## config.mk

```make
export PLATFORM = sky130hd
export DESIGN_NAME = alu_op_sequencer_flat
export DESIGN_NICKNAME = d
export VERILOG_FILES = /design/src/rtl/alu_op_sequencer_if.sv /design/src/rtl/alu_op_sequencer.sv /design/src/flat_wrapper.sv
export SDC_FILE = /design/constraint.sdc
export NUM_CORES = 1
export LEC_CHECK = 0
export CAP_MARGIN = 0
export CORE_ASPECT_RATIO = 1.75
export CORE_MARGIN = 5
export CORE_UTILIZATION = 52
export CTS_CLUSTER_SIZE = 14
export DETAILED_ROUTE_END_ITERATION = 10
export PLACE_DENSITY = 0.83
export SLEW_MARGIN = 20
export SYNTH_ARGS = -nofsm -noshare
export SYNTH_HDL_FRONTEND = slang
export SYNTH_SLANG_ARGS = --single-unit
```

## constraint.sdc

```tcl
create_clock -name clk -period 3 [get_ports clk]
set_input_delay 0.45 -clock clk [delete_from_list [all_inputs] [get_ports clk]]
set_output_delay 0.45 -clock clk [all_outputs]
set_load 0.03 [all_outputs]
```

## src/rtl/alu_op_sequencer_if.sv

```systemverilog
// Request and result handshake bundle between a producer/consumer and the ALU issue stage.
// The master side drives requests and accepts results; the slave side is the sequencer.
interface alu_op_sequencer_if;
  logic        in_valid;
  logic        in_ready;
  logic [7:0]  in_a;
  logic [7:0]  in_b;
  logic [3:0]  in_cmd;
  logic        res_valid;
  logic        res_ready;
  logic [15:0] res_data;
  logic [3:0]  res_cmd;

  modport master (
    output in_valid, in_a, in_b, in_cmd, res_ready,
    input  in_ready, res_valid, res_data, res_cmd
  );

  modport slave (
    input  in_valid, in_a, in_b, in_cmd, res_ready,
    output in_ready, res_valid, res_data, res_cmd
  );
endinterface

```

## src/rtl/alu_op_sequencer.sv

```systemverilog
// Issue stage for an 8-bit ALU: queues requests in a small FIFO, issues them one at a time,
// and holds each 16-bit result with its command until the consumer takes it.
module alu_op_sequencer #(
  parameter int DEPTH = 4,
  parameter int PTR_W = 2
) (
  input  logic                clk,
  input  logic                rst,
  alu_op_sequencer_if.slave   bus,
  output logic [7:0]          alu_a,
  output logic [7:0]          alu_b,
  output logic [3:0]          alu_cmd,
  output logic                alu_en,
  input  logic [15:0]         alu_out,
  output logic [PTR_W:0]      count
);

  localparam logic [PTR_W:0] FULL_COUNT = (PTR_W + 1)'(DEPTH);

  typedef enum logic [1:0] {IDLE, ISSUE, HOLD} state_t;

  state_t             state_reg;
  logic [7:0]         mem_a   [DEPTH];
  logic [7:0]         mem_b   [DEPTH];
  logic [3:0]         mem_cmd [DEPTH];
  logic [PTR_W-1:0]   wr_ptr_reg;
  logic [PTR_W-1:0]   rd_ptr_reg;
  logic [PTR_W:0]     count_reg;
  logic [7:0]         alu_a_reg;
  logic [7:0]         alu_b_reg;
  logic [3:0]         alu_cmd_reg;
  logic               alu_en_reg;
  logic               res_valid_reg;
  logic [15:0]        res_data_reg;
  logic [3:0]         res_cmd_reg;

  logic has_entry;
  logic push;
  logic pop;

  // Readiness looks only at registered occupancy, never at a same-cycle pop.
  assign has_entry    = (count_reg != '0);
  assign bus.in_ready = !rst && (count_reg != FULL_COUNT);
  assign push         = bus.in_valid && bus.in_ready;
  assign pop          = has_entry &&
                        ((state_reg == IDLE) || ((state_reg == HOLD) && bus.res_ready));

  always_ff @(posedge clk) begin
    if (push) begin
      mem_a[wr_ptr_reg]   <= bus.in_a;
      mem_b[wr_ptr_reg]   <= bus.in_b;
      mem_cmd[wr_ptr_reg] <= bus.in_cmd;
    end
  end

  always_ff @(posedge clk) begin
    if (rst) begin
      state_reg     <= IDLE;
      wr_ptr_reg    <= '0;
      rd_ptr_reg    <= '0;
      count_reg     <= '0;
      alu_a_reg     <= '0;
      alu_b_reg     <= '0;
      alu_cmd_reg   <= '0;
      alu_en_reg    <= 1'b0;
      res_valid_reg <= 1'b0;
      res_data_reg  <= '0;
      res_cmd_reg   <= '0;
    end else begin
      if (push) begin
        wr_ptr_reg <= wr_ptr_reg + 1'b1;
      end
      if (pop) begin
        rd_ptr_reg  <= rd_ptr_reg + 1'b1;
        alu_a_reg   <= mem_a[rd_ptr_reg];
        alu_b_reg   <= mem_b[rd_ptr_reg];
        alu_cmd_reg <= mem_cmd[rd_ptr_reg];
      end
      case ({push, pop})
        2'b10:   count_reg <= count_reg + 1'b1;
        2'b01:   count_reg <= count_reg - 1'b1;
        default: count_reg <= count_reg;
      endcase

      // The enable pulse is registered, so it is high exactly in the cycle spent in ISSUE.
      alu_en_reg <= pop;

      case (state_reg)
        IDLE: begin
          if (pop) begin
            state_reg <= ISSUE;
          end
        end
        ISSUE: begin
          res_data_reg  <= alu_out;
          res_cmd_reg   <= alu_cmd_reg;
          res_valid_reg <= 1'b1;
          state_reg     <= HOLD;
        end
        HOLD: begin
          if (bus.res_ready) begin
            res_valid_reg <= 1'b0;
            state_reg     <= pop ? ISSUE : IDLE;
          end
        end
        default: begin
          state_reg <= IDLE;
        end
      endcase
    end
  end

  assign alu_a         = alu_a_reg;
  assign alu_b         = alu_b_reg;
  assign alu_cmd       = alu_cmd_reg;
  assign alu_en        = alu_en_reg;
  assign count         = count_reg;
  assign bus.res_valid = res_valid_reg;
  assign bus.res_data  = res_data_reg;
  assign bus.res_cmd   = res_cmd_reg;

endmodule

```

## src/flat_wrapper.sv

```systemverilog
// flat-port wrapper written by rule: the top's interface ports become plain ports
module alu_op_sequencer_flat 
#(
  parameter int DEPTH = 4,
  parameter int PTR_W = 2
)
  (clk, rst, alu_a, alu_b, alu_cmd, alu_en, alu_out, count, bus_in_valid, bus_in_a, bus_in_b, bus_in_cmd, bus_res_ready, bus_in_ready, bus_res_valid, bus_res_data, bus_res_cmd);
  alu_op_sequencer_if bus_i ();
  input  logic clk;
  input  logic rst;
  output logic [7:0] alu_a;
  output logic [7:0] alu_b;
  output logic [3:0] alu_cmd;
  output logic alu_en;
  input  logic [15:0] alu_out;
  output logic [PTR_W:0] count;
  input wire logic [$bits(bus_i.in_valid)-1:0] bus_in_valid;
  input wire logic [$bits(bus_i.in_a)-1:0] bus_in_a;
  input wire logic [$bits(bus_i.in_b)-1:0] bus_in_b;
  input wire logic [$bits(bus_i.in_cmd)-1:0] bus_in_cmd;
  input wire logic [$bits(bus_i.res_ready)-1:0] bus_res_ready;
  output wire logic [$bits(bus_i.in_ready)-1:0] bus_in_ready;
  output wire logic [$bits(bus_i.res_valid)-1:0] bus_res_valid;
  output wire logic [$bits(bus_i.res_data)-1:0] bus_res_data;
  output wire logic [$bits(bus_i.res_cmd)-1:0] bus_res_cmd;
  assign bus_i.in_valid = bus_in_valid;
  assign bus_i.in_a = bus_in_a;
  assign bus_i.in_b = bus_in_b;
  assign bus_i.in_cmd = bus_in_cmd;
  assign bus_i.res_ready = bus_res_ready;
  assign bus_in_ready = bus_i.in_ready;
  assign bus_res_valid = bus_i.res_valid;
  assign bus_res_data = bus_i.res_data;
  assign bus_res_cmd = bus_i.res_cmd;
  alu_op_sequencer #(.DEPTH(DEPTH), .PTR_W(PTR_W)) u_core (.clk(clk), .rst(rst), .bus(bus_i), .alu_a(alu_a), .alu_b(alu_b), .alu_cmd(alu_cmd), .alu_en(alu_en), .alu_out(alu_out), .count(count));
endmodule
```

Yosys cells after proc, flatten, opt, wreduce, memory -nomap -nowiden
Memory sizes are Yosys's and may differ from the RTL's. A register that Yosys moved wholly into a read port is not among the register bits.
Index checks and enable logic that the tools add are counted.
Word-level totals
  bits in registers: 31
  bits in writable memories: 80
  input bits: 40
  output and inout bits: 46
  word-level logic and storage cells: 43
  memories: 3
Cells by class
  add/sub/neg operators: 4
  equality and inequality tests: 7
  multiplexer cells: 9
  reduce and logical (&&, ||, !) cells: 12
Memory list
  u_core.mem_a: depth 4, width 8, read ports 1, clocked after Yosys merged registers in 1, write ports 1, RTL line alu_op_sequencer.sv:23  | logic [7:0] mem_a [DEPTH];
  u_core.mem_b: depth 4, width 8, read ports 1, clocked after Yosys merged registers in 1, write ports 1, RTL line alu_op_sequencer.sv:24  | logic [7:0] mem_b [DEPTH];
  u_core.mem_cmd: depth 4, width 4, read ports 1, clocked after Yosys merged registers in 1, write ports 1, RTL line alu_op_sequencer.sv:25  | logic [3:0] mem_cmd [DEPTH];
Operator list (number)
  $pmux 2 s3: 1
  $pmux 3 s2: 1
  $add 2x1->2 const B: 2
  $eq 2x1->1 const B: 2
  $eq 2x2->1 const B: 2
  $logic_and 1x1->1: 4
  $mux 1: 4
  $mux 2: 2
  $reduce_and 2->1: 2
  $reduce_bool 2->1: 2
  $add 3x1->3 const B: 1
  $ne 3x3->1 const B: 1
  $reduce_bool 3->1: 1
  $sub 3x1->3 const B: 1
  $logic_not 2->1: 1
  $ne 2x1->1 const B: 1
  $ne 2x2->1 const B: 1
  $pmux 1 s2: 1
  $logic_not 1->1: 1
  $logic_or 1x1->1: 1

Logic depth before layout (Yosys ltp)
  depth in word-level cells: 7
  gate-level depth with buffers: 8

Least setup slack after synthesis
OpenSTA, ideal clock, no wires.
  kind: reg-to-reg
  start: register u_core.count_reg[0], in the netlist u_core.count[0]
  end: register u_core.count_reg[2], in the netlist u_core.count[2]
  library setup time: 70 ps
  arrival time: 2277 ps
  data required time: 2930 ps
  path slack: 653 ps
  cell stages (with the launch flop): 9
  buffers on the path: 0
  clock period less this slack: 2347 ps
  cells stage by stage: dfxtp_1 > nor3b_1 > nor3b_2 > inv_1 > ha_1 > fa_1 > xnor2_1 > or3_1 > a21oi_1
On the way
  longest elaborated chain between the ends: 5
  elaborated cells between the ends (all ways): 11
Ends and longest elaborated chain
  start: declaration: RTL line alu_op_sequencer.sv:28  | logic [PTR_W:0] count_reg;
  start signal: assignment: RTL line alu_op_sequencer.sv:80  | 2'b10: count_reg <= count_reg + 1'b1;
  start signal: assignment: RTL line alu_op_sequencer.sv:81  | 2'b01: count_reg <= count_reg - 1'b1;
  start signal: assignment: RTL line alu_op_sequencer.sv:82  | default: count_reg <= count_reg;
  $ne 3x3->1: RTL line alu_op_sequencer.sv:43  | assign bus.in_ready = !rst && (count_reg != FULL_COUNT);
  $logic_and 1x1->1: RTL line alu_op_sequencer.sv:43
  $logic_and 1x1->1: RTL line alu_op_sequencer.sv:44  | assign push = bus.in_valid && bus.in_ready;
  $eq 2x1->1 / $eq 2x2->1 (equally long branches): RTL line alu_op_sequencer.sv:79  | case ({push, pop})
  $pmux 3 s2 / $reduce_bool 2->1 (equally long branches)
Several ways; a longest one is shown, not always the timed one.
A chain may end at the register's enable or synchronous reset.

Final worst setup path
  start: input port rst
  end: output port bus_in_ready
On the way
  longest elaborated chain between the ends: 2
Ends and longest elaborated chain
  start: declaration: RTL line flat_wrapper.sv:10  | input logic rst;
  $logic_not 1->1: RTL line alu_op_sequencer.sv:43
  $logic_and 1x1->1: RTL line alu_op_sequencer.sv:43
  end: declaration: RTL line flat_wrapper.sv:22  | output wire logic [$bits(bus_i.in_ready)-1:0] bus_in_ready;
Every way passes these cells.

==> key figures <==
Drt
  – First-pass DRT Iterations: 4
  – DR vias/cell: 5.30
  – Post-route ant nets: 0
  – DRT iter0 DRCs: 99
  – Routed WL: between 9 and 10 mm
  – Detail-routed net length per standard cell: approximately 17 um
  – DRC errors left: 0
  – Routed vias: 2903

CTS
  – Total clock sinks: around 130
  – H-tree depth: 4
  – PostCTS Resize Cnt: 0
  – CTS clk-pin slew, worst paths: 60 ps
  – Hold Buf Count CTS: 0
  – Total CTS buffers: 17
  – CTS max path bufs: 2
  – Clock Latency Late Sink: 420 ps
  – CTS tree: yes
  – Root Driver: clkbuf_16
  – Post-CTS setup buffer count: 0

Die
  – Row count: 46
  – Die height: between 100 and 150 um
  – Initial Util: 53.3%
  – CORE AREA: ~0.009 mm2
  – Die X: about 83 um
  – # IOs: between 80 and 90
  – Die ar.: 0.0115 mm2

Cells and area
  – Finished Layout Cells: between 500 and 600
  – Share of cells above drive strength 1: between 10% and 20%
  – Fill cells: 579
  – Syn-to-layout area delta: 32.2%
  – Top flop regs: u_core.mem_a: 32 flops, u_core.mem_b: 32 flops
  – Layout net count: 461
  – Footprint of the multi-input gates: between 0.001 and 0.0015 mm2
  – Diode count: 0
  – Sequential Area: 0.00342 mm2

Place
  – Gpl congestion: 0.750
  – Port Buf Inserts: 85
  – DP HPWL: ~6.1 mm
  – Placed Cells: between 500 and 600

Synth
  – Post-synth top area cell: edfxtp_1
  – Netlist cell types: 35
  – Post-Syn Area per Cell: 15.3 um2
  – Cell Area, Synth: 0.00488 mm2
  – Ys flop type: edfxtp_1
  – Synth Register Bits: 131
  – Syn nets: 365
  – Most instantiated library cell after synthesis: edfxtp_1
  – Synth Instances: about 320
  – Top cells by area, synth: edfxtp_1 (49%), dfxtp_1 (21%), mux4_1 (5.4%)
  – EDFF count, synth: 80
  – Post-synth top cells: edfxtp_1 (80), nand2_1 (62), dfxtp_1 (51)
  – Area share of the largest cell type after synthesis: 49.2%
  – FFs w/ async S/R, synth: 0%
  – Yosys warning count: 0
  – Post-synthesis sequential area ratio: 70.1%

Hold path
  – WHS Endpoint: u_core.bus.res_data[4]
  – Tightest Hold Check Type: reg2reg
  – Hold path start: u_core.bus.res_data[4]
  – Hold depth: 2

Run
  – Max cap viols: 0

Setup path
  – Reg2Reg Launch Point: u_core.count[0]
  – Worst reg2reg path endpoint: u_core.count[2]
  – Critical-path maximum fanout: 33
  – WS Path Type: in2out
  – Internal reg-to-reg setup slack: 720 ps
  – Depth of the most critical reg-to-reg path: 7
  – Critical Path RT: 2550 ps
  – Startpoint Class: input pin
  – CP arrival: 1960 ps
  – Crit. End Element: primary output

Global routing
  – Global Route Usage Sum: 17.0%
  – First-pass GRT wire length: 15.1 mm
  – Initial antenna violation count: 0
  – Grt ovf: 0
  – Largest net degree at the start of global routing: 34
  – Via count of the first global-routing pass: 3018

STA
  – Clk_skew: 11.9 ps
  – Final Max Slew Viols: 0
  – Setup_tns: 0 ps
  – Part of the cycle the worst path needs: 80.4%
  – Final-report hold violation count: 0
  – Slew HR: 50.1%
  – Least-Margin Pin Slew: roughly 750 ps
  – Tmin final: around 2400 ps
  – Unrepaired setup endpoints after global routing: false
  – Setup Viol. Count Final: 0
  – Fmax: approximately 410 MHz

Power and ir drop
  – PwrDens: 963 mW/mm2
  – Worst vdd ir: 0.633 mV
  – Leakage: 0.00218 uW

Run status
  – Outcome: finished, final reports clean
==> metal layers <==
metal / track usage [%] / up-vias / share of wire, % / wire length, um
met4: 8.27 / 0 / 1.3 / 126
met1: 17.0 / 1421 / 38 / 3560
met2: 31.4 / 83 / 56 / 5250
met5: 0 / - / 0 / 0
met3: 5.29 / 8 / 4.7 / 445
li1: - / 1391 / - / -
==> power by group <==
| part | internal (uW) | switching [uW] | total, uW | leakage (uW) |
|---|---|---|---|---|
| clock | 1220 | 761 | 1990 | 0.000264 |
| combinational | 786 | 1050 | 1840 | 0.000768 |
| sequential | 2210 | 175 | 2390 | 0.00114 |
==> worst max-delay path, stage by stage <==
cell and delay [ps]:
clkdlybuf4s50_1 490, buf_4 330, nor2_1 90, clkdlybuf4s50_1 600
==> through the flow <==
| step | util, % | hold slack [ps] | power (uW) | cell area, um2 | setup slack [ps] |
|---|---|---|---|---|---|
| after floorplan | - | 475 | 3580 | 4880 | 653 |
| final | 70.5 | 453 | 6210 | 6450 | 589 |
| after global placement | 64.2 | 441 | 4230 | 5870 | 414 |
| after global routing | 70.5 | 472 | 6500 | 6450 | 506 |
| after CTS | 70.5 | 456 | 6290 | 6450 | 563 |
| after detailed placement | 64.2 | 446 | 4280 | 5870 | 391 |
==> cells by family after synthesis <==
kind of cell	count (synthesis)	synth area share [%]
AOI/OAI and AO/OA	46	6.31
xor gates and xnor gates	2	0.359
adders and majority gates	6	1.69
buffers and inverters	23	2.51
DFF	131	70.1
muxes	24	10.9
and+or+nand+nor	87	8.13
==> layout make-up <==
class,instances,share of cell area [%]
Clock buffer,17,6.59
Multi-Input combinational cell,165,20.9
Clock inverter,15,2.44
Sequential cell,131,53.0
Tap cell,120,2.33
Inverter,4,0.233
Timing Repair Buffer,96,14.5
==> layout by cell type, fill, tap and decap left out, types with 3 or more instances in the layout <==
master / n
and2_1: 4
nor2_1: 5
a21oi_1: 24
inv_6: 3
edfxtp_1: 80
dfxtp_1: 51
mux4_1: 10
nand2_1: 62
ha_1: 5
nor2b_1: 3
clkinvlp_4: 7
mux4_2: 10
inv_1: 4
clkbuf_16: 17
o2bb2ai_1: 20
clkdlybuf4s50_1: 85
buf_4: 11
==> worst max path at each step <==
stage / startpoint / endpoint / cells past startpoint
floorplan: u_core.count[0] / u_core.count[2] / 8
global placement: bus_res_ready / u_core.count[2] / 8
detailed placement: bus_res_ready / u_core.count[2] / 8
CTS: rst / bus_in_ready / 4
global route: rst / bus_in_ready / 4
finish: rst / bus_in_ready / 4
(Power assumes the default switching activity.)
